[src/rtl/piso_serializer_pkg.sv]
// Shared types and constants for the parallel-in/serial-out serializer.
package piso_serializer_pkg;

  typedef enum logic {
    ST_IDLE  = 1'b0,
    ST_SHIFT = 1'b1
  } piso_state_e;

  // Narrower frames leave no room for a distinct first and last bit.
  localparam int MIN_WIDTH = 2;

endpackage

[src/rtl/piso_serializer_bit_counter.sv]
// Bit position counter for one serial frame; last flags the final bit position.
module piso_serializer_bit_counter #(
  parameter int WIDTH = 8,
  parameter int CNT_W = 3
) (
  input  logic             clk,
  input  logic             rst_n,
  input  logic             clear,
  input  logic             inc,
  output logic [CNT_W-1:0] cnt,
  output logic             last
);

  logic [CNT_W-1:0] cnt_r;

  // Clear has priority over increment; the controller clears on the last bit, so no wrap is needed.
  always_ff @(posedge clk or negedge rst_n) begin
    if (!rst_n) begin
      cnt_r <= {CNT_W{1'b0}};
    end else if (clear) begin
      cnt_r <= {CNT_W{1'b0}};
    end else if (inc) begin
      cnt_r <= cnt_r + CNT_W'(1);
    end else begin
      cnt_r <= cnt_r;
    end
  end

  assign cnt  = cnt_r;
  assign last = (cnt_r == CNT_W'(WIDTH - 1));

endmodule

[src/rtl/piso_serializer.sv]
// Parallel-in/serial-out serializer with per-frame bit order, bit strobe,
// valid/ready load handshake and a one-frame holding register for gap-free streaming.
module piso_serializer
  import piso_serializer_pkg::*;
#(
  parameter int WIDTH = 8
) (
  input  logic             clk,
  input  logic             reset,
  input  logic             shift_en,
  input  logic             load_valid,
  output logic             load_ready,
  input  logic [WIDTH-1:0] data_in,
  input  logic             lsb_first,
  output logic             serial_out,
  output logic             serial_valid,
  output logic             frame_start,
  output logic             frame_end,
  output logic             busy
);

  localparam int CNT_W = (WIDTH > 1) ? $clog2(WIDTH) : 1;

  if (WIDTH < MIN_WIDTH) begin : g_width_check
    $error("piso_serializer: WIDTH must be >= 2");
  end

  piso_state_e      state_r;
  piso_state_e      next_state_s;
  logic [WIDTH-1:0] hold_data_r;
  logic             hold_lsb_r;
  logic             hold_full_r;
  logic [WIDTH-1:0] sh_data_r;
  logic             sh_lsb_r;
  logic [CNT_W-1:0] bit_cnt_s;
  logic             bit_last_s;
  logic             accept_s;
  logic             transfer_s;
  logic             shift_s;
  logic             cnt_clear_s;

  assign accept_s = load_valid & load_ready;

  piso_serializer_bit_counter #(
    .WIDTH (WIDTH),
    .CNT_W (CNT_W)
  ) u_bit_counter (
    .clk   (clk),
    .rst_n (reset),
    .clear (cnt_clear_s),
    .inc   (shift_s),
    .cnt   (bit_cnt_s),
    .last  (bit_last_s)
  );

  // State register.
  always_ff @(posedge clk or negedge reset) begin
    if (!reset) begin
      state_r <= ST_IDLE;
    end else begin
      state_r <= next_state_s;
    end
  end

  // Next state and per-cycle datapath controls; a held frame reloads on the last bit so no gap appears.
  always_comb begin
    next_state_s = state_r;
    transfer_s   = 1'b0;
    shift_s      = 1'b0;
    cnt_clear_s  = 1'b0;
    case (state_r)
      ST_IDLE: begin
        if (hold_full_r) begin
          transfer_s   = 1'b1;
          cnt_clear_s  = 1'b1;
          next_state_s = ST_SHIFT;
        end else begin
          next_state_s = ST_IDLE;
        end
      end
      ST_SHIFT: begin
        if (!shift_en) begin
          next_state_s = ST_SHIFT;
        end else if (!bit_last_s) begin
          shift_s      = 1'b1;
          next_state_s = ST_SHIFT;
        end else if (hold_full_r) begin
          transfer_s   = 1'b1;
          cnt_clear_s  = 1'b1;
          next_state_s = ST_SHIFT;
        end else begin
          cnt_clear_s  = 1'b1;
          next_state_s = ST_IDLE;
        end
      end
      default: begin
        cnt_clear_s  = 1'b1;
        next_state_s = ST_IDLE;
      end
    endcase
  end

  // Holding register: accept and transfer are mutually exclusive because load_ready is low while full.
  always_ff @(posedge clk or negedge reset) begin
    if (!reset) begin
      hold_data_r <= {WIDTH{1'b0}};
      hold_lsb_r  <= 1'b0;
      hold_full_r <= 1'b0;
    end else if (accept_s) begin
      hold_data_r <= data_in;
      hold_lsb_r  <= lsb_first;
      hold_full_r <= 1'b1;
    end else if (transfer_s) begin
      hold_full_r <= 1'b0;
    end else begin
      hold_full_r <= hold_full_r;
    end
  end

  // Shift register: the outgoing bit is always at the end selected by sh_lsb_r.
  always_ff @(posedge clk or negedge reset) begin
    if (!reset) begin
      sh_data_r <= {WIDTH{1'b0}};
      sh_lsb_r  <= 1'b0;
    end else if (transfer_s) begin
      sh_data_r <= hold_data_r;
      sh_lsb_r  <= hold_lsb_r;
    end else if (shift_s) begin
      if (sh_lsb_r) begin
        sh_data_r <= {1'b0, sh_data_r[WIDTH-1:1]};
      end else begin
        sh_data_r <= {sh_data_r[WIDTH-2:0], 1'b0};
      end
    end else begin
      sh_data_r <= sh_data_r;
    end
  end

  assign load_ready   = reset & ~hold_full_r;
  assign serial_valid = (state_r == ST_SHIFT);
  assign serial_out   = serial_valid & (sh_lsb_r ? sh_data_r[0] : sh_data_r[WIDTH-1]);
  assign frame_start  = serial_valid & (bit_cnt_s == {CNT_W{1'b0}});
  assign frame_end    = serial_valid & bit_last_s;
  assign busy         = serial_valid | hold_full_r;

endmodule

[config.mk]
export PLATFORM = sky130hd
export DESIGN_NAME = piso_serializer
export DESIGN_NICKNAME = d
export VERILOG_FILES = /design/src/rtl/piso_serializer_pkg.sv /design/src/rtl/piso_serializer_bit_counter.sv /design/src/rtl/piso_serializer.sv
export SDC_FILE = /design/constraint.sdc
export NUM_CORES = 1
export LEC_CHECK = 0
export CAP_MARGIN = 25
export CORE_UTILIZATION = 55
export CTS_CLUSTER_SIZE = 14
export DETAILED_ROUTE_END_ITERATION = 10
export PLACE_DENSITY = 0.86
export SYNTH_ARGS = -nofsm -noshare
export SYNTH_HDL_FRONTEND = slang
export SYNTH_SLANG_ARGS = --single-unit
[constraint.sdc]
create_clock -name clk -period 4.1 [get_ports clk]
set_clock_uncertainty 0.05 [all_clocks]
set_input_delay 1.23 -clock clk [delete_from_list [all_inputs] [get_ports clk]]
set_output_delay 1.23 -clock clk [all_outputs]
set_load 0.1 [all_outputs]
==> summary.md <==
| Metric | Value |
|---|---|
| RSZ-0062 raised after global routing | false |
| Area post-placement | 1416 um^2 |
| Worst EP arrival | ~2200 ps |
| Most frequent cells in the layout | 23 x dfrtp_1, 13 x mux2_4, 13 x mux2_2, 12 x clkdlybuf4s50_1 |
| Core area | 2022 um^2 |
| CTS Sinks | 23 |
| Leak | 0.7141 nW |
| Final Instance Area | around 1400 um^2 |
| Cell Chain, Critical Path | clkdlybuf4s50_1 -> nor2b_1 -> buf_12 |
| WS Path Type | input port to output port |
| Vias in the first global route | 751 |
| Die ar. | 2425 um^2 |
| CTS Root Cell | clkbuf_4 |
| GR Util All Layers | roughly a fifth |
| Htree depth | 1 |
| Drt first pass iters | 4 |
| Status | finished clean |
| CTS Buffer Depth | 2 |
| Commonest non-fill, non-tap cell in the layout | dfrtp_1 |
| # setup viols final | 0 |
| Initial Util | 60.71% |
| Slowest-stage cell, CP | clkdlybuf4s50_1 |
| Setup bufs post-CTS | 0 |
| Max Clk Rate | 283.7 MHz |
| GPL Wtd Cong | around 0.84 |
| Critical Path Fanout Max | 2 |
| Critical path required time | 2820 ps |
| Remaining antenna violation count | 0 |
| Yosys cell types | 23 |
| Worst slew pin tran | 578.2 ps |
| DR iter-0 viols | 9 |
| Largest net degree at the start of global routing | 24 |
| FILL cells | between 100 and 150 |
| Inst Count DP | 133 |
| Post-Synthesis Cells | 90 |
| Startpoint Class | input port |
| DR vias | slightly above 700 |
| Hold buffer count at CTS | 0 |
| Max_cap viols | 0 |
| Routed wire per std cell | between 10 and 15 um |
| Hold Crit Class | register to register |
| Post-CTS Resized | 0 |
| Min-delay src | hold_data_r[6]$_DFFE_PN0P_ |
| Ys Warns | 0 |
| Latest clock arrival within the worst-skew pair | 310 ps |
| RR Startpoint | u_bit_counter.cnt[0]$_DFFE_PN0P_ |
| Area of the mapped netlist | roughly 1200 um^2 |
| Fin crit period | 3525 ps |
| Detail Placement HPWL | 1438 um |
| Yosys reg bits | 23 |
| Die H | roughly 49 um |
| CTS tree | done |
| PortBufs | 18 |
| P&R area growth vs syn | 17.63% |
| Diodes inserted | 0 |
| Ports | 19 |
| Multi-input gate area | 603.1 um^2 |
| Sequential share of the synthesized area | 46.89% |
| Pwr per Cell Area | 653.1 nW/um^2 |
| Layout Nets | 128 |
| Die width | 49.24 um |
| Top-area cell type share of the netlist area | a little under half |
| Drc violations | 0 |
| Launch point of the worst path | reset |
| Area leader, netlist | dfrtp_1 |
| GRT overflow | 0 |
| Vias/cell | 5.248 |
| CTS Buf Count | 3 |
| CP max stage delay | 510 ps |
| Flip-flop and latch area | 575.6 um^2 |
| Maximum vdd ir drop | roughly 0.49 mV |
| Post-Route Setup TNS | 0 ps |
| Register clock-pin slew on the reported worst setup and hold paths | between 100 and 150 ps |
| WHS | around 470 ps |
| # rows | 16 |
| Synthesized Nets | between 100 and 150 |
| Avg Cell Area, Syn | about 14 um^2 |
| Initial antenna violation count | 0 |
| Rel. slew slack | around 61% |
| WL final | approximately 2000 um |
| Non-Filler Instances | approximately 140 |
| Final hold vios | 0 |
| Largest cells by area after synthesis | dfrtp_1 47%, mux2_4 16%, mux2_2 12% |
| Fin crit share | a little under nine tenths |
| Layout cells sized above 1 | 36.36% |
| Pins Over Slew Limit | 0 |
| First-pass GRT wire length | roughly 3400 um |
| CP Capture Type | output port |
[cell type report]
type,count,share of cell area (%)
multi-input combinational,59,41.77
clock buffer,3,1.560
inverter,5,1.300
clock inverter,1,0.3466
sequential,23,39.86
tap,27,2.340
timing repair buffer,19,12.83
[metal layers]
metal	vias to the layer above	GRT usage, %	routed length (um)
met5	-	0	0
met3	4	4.050	63
met4	0	6.373	26
met2	11	30.82	966
met1	355	24.05	928
li1	349	-	-
[where the power goes]
group / internal, W / switching [W] / leakage, nW
Combinational: 0.000232 / 0.000204 / 0.415
Sequential: 0.000323 / 0.0000780 / 0.281
Clock: 0.0000365 / 0.0000694 / 0.0177
[worst paths after layout]
path / end / slack [ps] / cells after the start
min reg2reg: sh_data_r[6]$_DFFE_PN0P_ / 470 / 1
max: load_ready / 580 / 3
min: sh_data_r[6]$_DFFE_PN0P_ / 470 / 1
min in group asynchronous: u_bit_counter.cnt[2]$_DFFE_PN0P_ / 1290 / 2
max in group asynchronous: hold_data_r[5]$_DFFE_PN0P_ / 2490 / 2
max reg2reg: sh_data_r[0]$_DFFE_PN0P_ / 1970 / 5
[through the flow]
stage	util [%]	setup slack, ps	power, W
4_1_cts	71.41	574.8	0.0009544
5_1_grt	71.41	558.8	0.001003
3_3_place_gp	70.05	576.1	0.0008226
3_5_place_dp	70.05	601.8	0.0008456
6_report	71.41	575.0	0.0009430
2_1_floorplan	-	225.4	0.0007562
[registers in the layout, summed over array words and instances, names as in the netlist]
register / flops
sh_data_r: 8
hold_full_r: 1
serial_valid: 1
sh_lsb_r: 1
u_bit_counter.cnt: 3
hold_data_r: 8
hold_lsb_r: 1
[critical path: cells and delay by family]
family	cells	cell delay, ps
AND/OR/NAND/NOR	1	280
buffers and inverters	2	730
[synth_stat cells]
cell type  number
dfrtp_1        23
mux2_2         13
mux2_4         13
mux2_1          6
inv_1           5
nand2_1         5
ha_1            4
buf_6           2
mux2i_1         2
nor2_1          2
o21ai_0         2
or2_2           2
a21boi_1        1
a22o_1          1
and2_1          1
and2b_2         1
and3_1          1
and3b_1         1
buf_4           1
nand2b_1        1
nand3b_1        1
nor2b_1         1
o2bb2ai_1       1
[cells by family (layout without fill, tap and decap cells)]
logic type                 count (synthesis)  after routing  synth area share (%)
AOI/OAI and AO/OA                          5              5                 2.855
adders and majority gates                  4              4                 4.078
buffers and inverters                      8             28                 3.976
DFF                                       23             23                 46.89
muxes                                     34             34                 34.96
and+or+nand+nor                           16             16                 7.240
(Power assumes the default switching activity.)
